===== config.mk =====
export PLATFORM = sky130hd
export DESIGN_NAME = slip_escaper_pipe
export DESIGN_NICKNAME = d
export VERILOG_FILES = /design/src/rtl/slip_escaper_pipe.sv
export SDC_FILE = /design/constraint.sdc
export NUM_CORES = 1
export LEC_CHECK = 0
export CAP_MARGIN = 25
export CORE_MARGIN = 4
export CORE_UTILIZATION = 40
export CTS_CLUSTER_SIZE = 30
export DETAILED_ROUTE_END_ITERATION = 8
export PLACE_DENSITY_LB_ADDON = 0.12
export REMOVE_ABC_BUFFERS = 1
export SYNTH_ARGS = -nofsm -noshare
export SYNTH_HDL_FRONTEND = slang
export SYNTH_SLANG_ARGS = --single-unit
export TNS_END_PERCENT = 20

===== constraint.sdc =====
create_clock -name i_clk -period 4.5 [get_ports i_clk]
set_clock_uncertainty 0.2 [all_clocks]
set_input_delay 0.675 -clock i_clk [delete_from_list [all_inputs] [get_ports i_clk]]
set_output_delay 0.675 -clock i_clk [all_outputs]
set_load 0.1 [all_outputs]

===== src/rtl/slip_escaper_pipe.sv =====
// SLIP byte-stuffing encoder with a registered output stage, optional idle keepalive
// (IDLE_CYCLES) and an optional leading END per frame (`SLIP_ESCAPER_PIPE_LEAD_END_EN).
module slip_escaper_pipe #(
  parameter int unsigned                SYMBOL_WIDTH   = 8,
  parameter logic [SYMBOL_WIDTH-1:0]    SYMBOL_END     = 8'hC0,
  parameter logic [SYMBOL_WIDTH-1:0]    SYMBOL_ESC     = 8'hDB,
  parameter logic [SYMBOL_WIDTH-1:0]    SYMBOL_ESC_END = 8'hDC,
  parameter logic [SYMBOL_WIDTH-1:0]    SYMBOL_ESC_ESC = 8'hDD,
  parameter int unsigned                IDLE_CYCLES    = 0
) (
  input  logic                    i_clk,
  input  logic                    i_rst_n,
  input  logic [SYMBOL_WIDTH-1:0] i_data,
  input  logic                    i_end,
  input  logic                    i_valid,
  output logic                    o_ready,
  output logic [SYMBOL_WIDTH-1:0] o_data,
  output logic                    o_valid,
  input  logic                    i_ready,
  output logic                    o_in_frame
);

  localparam bit          KA_EN   = (IDLE_CYCLES != 0);
  localparam logic [15:0] KA_LAST = KA_EN ? 16'(IDLE_CYCLES - 1) : 16'd0;

`ifdef SLIP_ESCAPER_PIPE_LEAD_END_EN
  typedef enum logic [1:0] {NORMAL, HOLD, SEND_ESC_END, SEND_ESC_ESC} state_t;
`else
  typedef enum logic [1:0] {NORMAL, SEND_ESC_END, SEND_ESC_ESC} state_t;
`endif

  state_t                  state_q, state_d;
  state_t                  route_state;
  logic [SYMBOL_WIDTH-1:0] route_in, route_sym;
  logic [SYMBOL_WIDTH-1:0] load_data;
  logic                    load;
  logic                    out_free;
  logic                    accept;
  logic                    in_frame_d;
  logic                    rdy_en_q;
  logic [15:0]             idle_cnt_q, idle_cnt_d;
`ifdef SLIP_ESCAPER_PIPE_LEAD_END_EN
  logic [SYMBOL_WIDTH-1:0] hold_q, hold_d;
`endif

  // Escape routing is shared by the direct path and the HOLD replay path.
  always_comb begin
`ifdef SLIP_ESCAPER_PIPE_LEAD_END_EN
    route_in = (state_q == HOLD) ? hold_q : i_data;
`else
    route_in = i_data;
`endif
    route_sym   = route_in;
    route_state = NORMAL;
    if (route_in == SYMBOL_END) begin
      route_sym   = SYMBOL_ESC;
      route_state = SEND_ESC_END;
    end else if (route_in == SYMBOL_ESC) begin
      route_sym   = SYMBOL_ESC;
      route_state = SEND_ESC_ESC;
    end
  end

  assign out_free = !o_valid || i_ready;
  // rdy_en_q keeps o_ready low through reset and the first edge after it.
  assign o_ready  = rdy_en_q && (state_q == NORMAL) && out_free;
  assign accept   = i_valid && o_ready;

  always_comb begin
    state_d    = state_q;
    load       = 1'b0;
    load_data  = o_data;
    in_frame_d = o_in_frame;
    idle_cnt_d = '0;
`ifdef SLIP_ESCAPER_PIPE_LEAD_END_EN
    hold_d     = hold_q;
`endif
    case (state_q)
      NORMAL: begin
        if (accept) begin
          load = 1'b1;
          if (i_end) begin
            load_data  = SYMBOL_END;
            in_frame_d = 1'b0;
          end else begin
            in_frame_d = 1'b1;
`ifdef SLIP_ESCAPER_PIPE_LEAD_END_EN
            if (!o_in_frame) begin
              load_data = SYMBOL_END;
              hold_d    = i_data;
              state_d   = HOLD;
            end else begin
              load_data = route_sym;
              state_d   = route_state;
            end
`else
            load_data = route_sym;
            state_d   = route_state;
`endif
          end
        end else if (KA_EN && !o_in_frame && !i_valid && !o_valid) begin
          if (idle_cnt_q == KA_LAST) begin
            load      = 1'b1;
            load_data = SYMBOL_END;
          end else begin
            idle_cnt_d = idle_cnt_q + 16'd1;
          end
        end
      end
`ifdef SLIP_ESCAPER_PIPE_LEAD_END_EN
      HOLD: begin
        if (out_free) begin
          load      = 1'b1;
          load_data = route_sym;
          state_d   = route_state;
        end
      end
`endif
      SEND_ESC_END: begin
        if (out_free) begin
          load      = 1'b1;
          load_data = SYMBOL_ESC_END;
          state_d   = NORMAL;
        end
      end
      SEND_ESC_ESC: begin
        if (out_free) begin
          load      = 1'b1;
          load_data = SYMBOL_ESC_ESC;
          state_d   = NORMAL;
        end
      end
      default: state_d = NORMAL;
    endcase
  end

  always_ff @(posedge i_clk or negedge i_rst_n) begin
    if (!i_rst_n) begin
      state_q    <= NORMAL;
      o_valid    <= 1'b0;
      o_data     <= '0;
      o_in_frame <= 1'b0;
      idle_cnt_q <= '0;
      rdy_en_q   <= 1'b0;
    end else begin
      state_q    <= state_d;
      o_in_frame <= in_frame_d;
      idle_cnt_q <= idle_cnt_d;
      rdy_en_q   <= 1'b1;
      if (load) begin
        o_data  <= load_data;
        o_valid <= 1'b1;
      end else if (i_ready) begin
        o_valid <= 1'b0;
      end
    end
  end

`ifdef SLIP_ESCAPER_PIPE_LEAD_END_EN
  always_ff @(posedge i_clk or negedge i_rst_n) begin
    if (!i_rst_n) hold_q <= '0;
    else          hold_q <= hold_d;
  end
`endif

endmodule


==> impl_results.md, run 1 <==
* Outcome: complete, no violations
* Ys flop type: dfrtp_1
* Die area at around 2700 um^2
* Crit path launch type: primary input
* Worst Tran Pin Value at around 1 ns
* Hold Path Class: flop to flop
* Share of synthesized registers carrying an async set or reset at 100%
* Fin Setup TNS at 0 ns
* Post-CTS setup buffer count at 0
* Root Driver: clkbuf_4
* EDFF count, synth at 0
* Max clock buf depth at 2
* CP max FO at 7
* LEAKAGE at 0.452 nW
* Seq/Total Area, Yosys at between 40 and 50%
* Worst path bufs/invs at 2
* Synth area leader: dfrtp_1
* GRT Util Overall at between 10% and 20%
* Synthesized area per cell at 11.0 um^2
* Logic pwr share at between 40 and 50%
* Port Buffers at 23
* TritonCTS Buffers at 3
* Post-synthesis xor/xnor area fraction at 0%
* Mapped Area at between 700 and 800 um^2
* Crit-path cells: clkdlybuf4s50_1, nand2b_1, and3_2, buf_4
* Unrepaired setup endpoints after global routing: no
* Post-layout min period at roughly 2.8 ns
* Synth unique cells at 32
* Vias in the first global route at a little over 600
* Cell-internal power at about 0.00022 W
* Synth Register Bits at 13
* Hold_buf cts at 0
* Slew Viols, Final at 0
* Starting Density at around 43%
* Slowest CP cell: clkdlybuf4s50_1
* Detailed-route via count at ~620
* Post-route ant nets at 0
* Fillers at approximately 160
* Setup-failing EPs final at 0
* Simple-gate share of the synthesized area at around a fifth
* # DRC at 0
* Share of cells above drive strength 1 at between 10% and 20%
* Syn. warnings at 0
* GRT overflow at 0
* Seq pwr share at a little over a third
* Synth Instances at 70
* Final #Nets at ~110
* Worst path required time at 3.62 ns
* I/O pin count at 24
* Detailed placement HPWL at 1230 um
* Slew headroom at roughly a third
* Clock share of power at between 10% and 20%
* Hold_ws at approximately 0.32 ns
* Sw frac at a little under half
* TritonCTS clock tree: yes
* Compound-gate portion of the synthesized area at between 10% and 20%
* FMAX at approximately 360 MHz
* Peak VDD IR at 0.189 mV
* Tcrit/Tclk final at roughly three fifths
* Clock Pin Slew Worst Setup and Hold Paths at roughly 0.080 ns
* Routed WL per cell at between 10 and 15 um
* Resized cells post-CTS at 0
* Vias per std cell at between 5 and 6
* Final WL at between 1500 and 2000 um
* Post-synthesis mux area share at 14.4%
* Most frequent cell after synthesis: dfrtp_1
* Iter 0 DRT Violations at 7
* Die W at slightly above 50 um
* CP delay by family, top: buffers and inverters
* Critical path class: primary input to primary output
* Core Area at around 1800 um^2
* P&R area growth vs syn at 34.8%
* Crit-path max cell delay at roughly 0.47 ns
* Initial antenna violation count at 0
* Top post-synthesis cells by area: dfrtp_1, mux2_4, ha_1
* Final hold vios at 0
* CP Capture Type: primary output
* Pwr per Cell Area at around 380 nW/um^2
* Die Y at just over 50 um
* Synth top cells by count: dfrtp_1, inv_1
* First-pass GRT wire length at between 2000 and 3000 um
* Worst skew pair latency at 0.27 ns
* Critical Path AT at 1.89 ns
* H-Tree Depth at 1
* GP Congestion at 0.750
* Ant diodes at 0
* Largest net degree at the start of global routing at 14
* Max cap viols at 0
* Area share of fa/ha/maj cells after synthesis at roughly 6.5%
* Rows at 15
* Top cell type's share of synthesized area at a little over two fifths
* Sw Pwr at approximately 0.00018 W
* Final core area utilization at between 50 and 60%
* Largest family of logic cells by synthesized area: simple AND/OR/NAND/NOR gates
* Clock Sink Count at 13
* DR pass1 iterations at 4
[per-stage QoR]
step	worst slack (ns)	std cells	total power [W]	area, um^2
after floorplan	1.98	68	0.000276	756
after global placement	1.76	116	0.000326	1010
after detailed placement	1.76	116	0.000327	1010
after CTS	1.74	120	0.000401	1040
after global routing	1.67	120	0.000415	1040
final	1.73	120	0.000396	1040
[worst paths after layout]
check,slack (ns),endpoint,start,depth (start not counted)
max,1.73,o_ready,i_ready,4
min,0.32,o_data[4]$_DFFE_PN0P_,o_data[4]$_DFFE_PN0P_,1
max reg2reg,2.29,o_data[4]$_DFFE_PN0P_,state_q[1]$_DFFE_PN0P_,5
min reg2reg,0.32,o_data[4]$_DFFE_PN0P_,o_data[4]$_DFFE_PN0P_,1
max in group asynchronous,3.13,o_data[4]$_DFFE_PN0P_,i_rst_n,1
min in group asynchronous,0.58,o_valid$_DFFE_PN0P_,i_rst_n,1
[cell usage in the layout (no fill, tap or decap), drive strengths merged]
master	instances
and2	1
o211ai	1
o2bb2ai	1
nor2	4
nand4	2
dfrtp	13
conb	1
a211oi	1
nor4	3
o21ai	1
nor2b	1
inv	7
mux2	5
nand2	1
clkdlybuf4s50	22
ha	4
nand2b	1
clkbuf	4
o32ai	2
mux2i	4
o211a	1
nand3	2
a21oi	2
and3b	2
a221o	2
and3	3
or3	2
buf	1
and4bb	1
[logic make-up (layout without fill, tap and decap cells)]
family          Yosys count  in the layout
other cells               1              1
flops                    13             13
simple gates             23             23
fa+ha+maj                 4              4
compound gates           11             11
buf+inv                   9             34
mux                       9              9
[metal layers]
metal / GRT usage, % / share of wire [%] / up-vias
li1: - / - / 308
met1: 20.2 / 51 / 293
met2: 18.6 / 41 / 20
met3: 3.72 / 5.8 / 2
met4: 6.55 / 1.3 / 0
met5: 0 / 0 / -
[sequential cells by signal, summed over array words and instances, names as in the netlist]
| register | count |
|---|---|
| o_data | 8 |
| o_in_frame | 1 |
| o_valid | 1 |
| rdy_en_q | 1 |
| state_q | 2 |
[cell type report]
type                    instances  area [um^2]  area share (%)
multi-input cells              48          404            38.8
inverters                       7         26.3            2.52
clock buffers                   4         26.3            2.52
repair buffers                 23          228            21.9
flip-flops and latches         13          325            31.2
well taps                      25         31.3            3.00
[power by group through the flow]
stage / combinational (W) / sequential [W] / clock (W)
floorplan: 0.0000349 / 0.000241 / 0
global placement: 0.000186 / 0.000140 / 0
detailed placement: 0.000186 / 0.000141 / 0
CTS: 0.000187 / 0.000138 / 0.0000762
global route: 0.000193 / 0.000140 / 0.0000822
finish: 0.000186 / 0.000138 / 0.0000720
No activity file was read; power rests on OpenSTA's default activity.
==> inputs of run 2 (changes only) <==
==> constraint.sdc (replaced) <==
create_clock -name i_clk -period 2.4 [get_ports i_clk]
set_clock_uncertainty 0.2 [all_clocks]
set_input_delay 0.36 -clock i_clk [delete_from_list [all_inputs] [get_ports i_clk]]
set_output_delay 0.36 -clock i_clk [all_outputs]
set_load 0.1 [all_outputs]
==> run 2 against run 1 <==
Compared with the run above:
- design area shrank 0.48%
- clock power rose by 88%
- combinational power rose by 84%
- highest routed layer unchanged
- critical path depth unchanged
- non-clock buffer count up 1
- sequential power grew 89%
- via count increased by 3.5%
- first-iteration DRC count decreased by 29%
- register-to-register slack worse by 2.0 ns
- wire length is 4.4% higher
- die area is the same
==> impl_results.md, run 2 (synthesis results as in run 1) <==
* Commonest non-fill, non-tap cells in the layout: dfrtp_1, clkdlybuf4s50_1, buf_4
* Root Driver: clkbuf_4
* Die area at 2700 um^2 (unchanged)
* GP Congestion at 0.776 (+3.4%)
* Post-Place Setup Slack at 0.211 ns (-1.55 ns)
* First-pass GRT wire length at 2910 um (+6.3%)
* Cell-internal power at 0.000401 W (+85%)
* Port Buffers at 23 (unchanged)
* CP max FO at 7 (unchanged)
* TritonCTS clock tree: yes
* Clock share of power at 18.3% (about the same)
* Area of the multi-input gates at 404 um^2 (unchanged)
* Routed WL per cell at 13.8 um (+3.5%)
* Final #Nets at 114 (+0.88%)
* Worst path required time at 1.84 ns (-1.78 ns)
* Tcrit/Tclk final at a little under 90%
* Post-CTS setup buffer count at 0 (unchanged)
* Layout Cells excl Fill at 121 (+0.83%)
* Post-layout min period at around 2.1 ns
* CP delay by family, top: buffers and inverters
* Worst Tran Pin Value at 0.589 ns (-0.384 ns)
* Slew Viols, Final at 0 (unchanged)
* GRT Util Overall at 14.8% (+0.88 points)
* Unrepaired setup endpoints after global routing: no
* LEAKAGE at 0.474 nW (+4.7%)
* Detailed-route via count at 645 (+3.5%)
* Slew headroom at 60.6% (+26 points)
* Clock Pin Slew Worst Setup and Hold Paths at 0.08 ns (about the same)
* Register Area at 325 um^2 (unchanged)
* Max clock buf depth at 2 (unchanged)
* Setup-failing EPs final at 0 (unchanged)
* Max reg flops at 8 (unchanged)
* H-Tree Depth at 1 (unchanged)
* Crit path launch type: primary input
* Largest regs: o_data (8), state_q (2)
* Vias per std cell at 5.33 (+2.7%)
* Reg2reg end: o_data[6]$_DFFE_PN0P_
* Final WL at 1670 um (+4.4%)
* Vias in the first global route at 679 (+9.2%)
* Initial antenna violation count at 0 (unchanged)
* Final hold vios at 0 (unchanged)
* Core Area at 1780 um^2 (unchanged)
* I/O pin count at 24 (unchanged)
* Outcome: complete, no violations
* Reg2Reg Depth at 5 (unchanged)
* Share of cells above drive strength 1 at 25.0% (+11 points)
* Die W at 51.9 um (unchanged)
* R2r startpoint: state_q[0]$_DFFE_PN0P_
* Final core area utilization at 58.1% (-0.28 points)
* Hold_buf cts at 0 (unchanged)
* Slowest CP cell: clkdlybuf4s50_1
* Peak VDD IR at 0.543 mV (+190%)
* Sw frac at 45.7% (+0.47 points)
* R2R setup slack at 0.33 ns (-1.96 ns)
* Iter 0 DRT Violations at 5 (-2)
* Pwr per Cell Area at 713 nW/um^2 (+87%)
* Die Y at 51.9 um (unchanged)
* Hold Path Class: primary input to asynchronous set/reset pin
* Crit-path max cell delay at 0.47 ns (about the same)
* TritonCTS Buffers at 3 (unchanged)
* P&R area growth vs syn at 34.2%
* Worst skew pair latency at 0.27 ns (about the same)
* Most common cell after layout, fill and taps aside: dfrtp_1
* Seq pwr share at 35.3% (+0.4 points)
* Post-route ant nets at 0 (unchanged)
* CP Capture Type: primary output
* Starting Density at 43.3% (unchanged)
* Fin Setup TNS at 0 ns (unchanged)
* DR pass1 iterations at 4 (unchanged)
* Largest net degree at the start of global routing at 14 (unchanged)
* Placed Instances at 117 (+0.86%)
* # DRC at 0 (unchanged)
* Crit-path cells: clkdlybuf4s50_1, nand2b_1, and3_2, buf_12
* Clock Sink Count at 13 (unchanged)
* Sw Pwr at 0.000338 W (+88%)
* Logic pwr share at 46.4% (-0.5 points)
* Critical Path AT at 1.51 ns (-0.38 ns)
* Hold_ws at 0.256 ns (-0.0609 ns)
* Fillers at 158 (-2.5%)
* Fin worst setup slack at 0.325 ns (-1.41 ns)
* Resized cells post-CTS at 0 (unchanged)
* Ant diodes at 0 (unchanged)
* Rows at 15 (unchanged)
* FMAX at between 400 and 500 MHz
* Max cap viols at 0 (unchanged)
* Top reg by flops: o_data
* Critical path class: primary input to primary output
* GRT overflow at 0 (unchanged)
* Worst path bufs/invs at 2 (unchanged)
-- run 2: cell types whose count changed in the layout (fill, tap and decap cells not counted) --
| cell | previous run | this run |
|---|---|---|
| buf_12 | 0 | 1 |
| buf_4 | 1 | 11 |
| clkdlybuf4s50_1 | 22 | 12 |
-- run 2: worst max path at each step --
stage / slack [ns] / from / end / cells after the start
after global placement: 0.24 / i_ready / o_data[6]$_DFFE_PN0P_ / 4
after CTS: 0.32 / i_ready / o_ready / 4
after detailed placement: 0.21 / i_ready / o_data[4]$_DFFE_PN0P_ / 4
after global routing: 0.20 / state_q[1]$_DFFE_PN0P_ / o_data[6]$_DFFE_PN0P_ / 5
final: 0.33 / i_ready / o_ready / 4
after floorplan: 0.19 / o_valid$_DFFE_PN0P_ / o_ready / 2
-- run 2: routing by layer --
layer	global-route usage (%)	up-vias	wire length, um	share of wire [%]
li1	-	306	-	-
met1	18.5	306	747	45
met2	23.0	29	740	44
met3	6.88	4	155	9.3
met4	3.06	0	21	1.3
met5	0	-	0	0
-- run 2: cell type report --
class | count | share of cell area, %
inverter | 7 | 2.54
clock buffer | 4 | 2.54
timing repair buffer | 24 | 21.5
tap | 25 | 3.02
multi-input combinational | 48 | 39.0
sequential | 13 | 31.4
-- run 2: power by group through the flow --
stage | Combinational [W] | Sequential, W | Clock, W
2_1_floorplan | 0.0000654 | 0.000453 | 0
3_3_place_gp | 0.000344 | 0.000264 | 0
3_5_place_dp | 0.000344 | 0.000266 | 0
4_1_cts | 0.000345 | 0.000261 | 0.000142
5_1_grt | 0.000356 | 0.000265 | 0.000158
6_report | 0.000343 | 0.000261 | 0.000135
-- run 2: through the flow --
step | area, um^2 | power (W)
6_report | 1040 | 0.000739
5_1_grt | 1040 | 0.000780
2_1_floorplan | 756 | 0.000518
3_3_place_gp | 1010 | 0.000608
4_1_cts | 1040 | 0.000748
3_5_place_dp | 1010 | 0.000609
-- run 2: worst reg2reg max path, cell delays in order (launching register included) --
cell,delay [ns]
dfrtp_1,0.40
inv_1,0.11
ha_1,0.28
and3_4,0.23
o211a_1,0.40
mux2_4,0.33
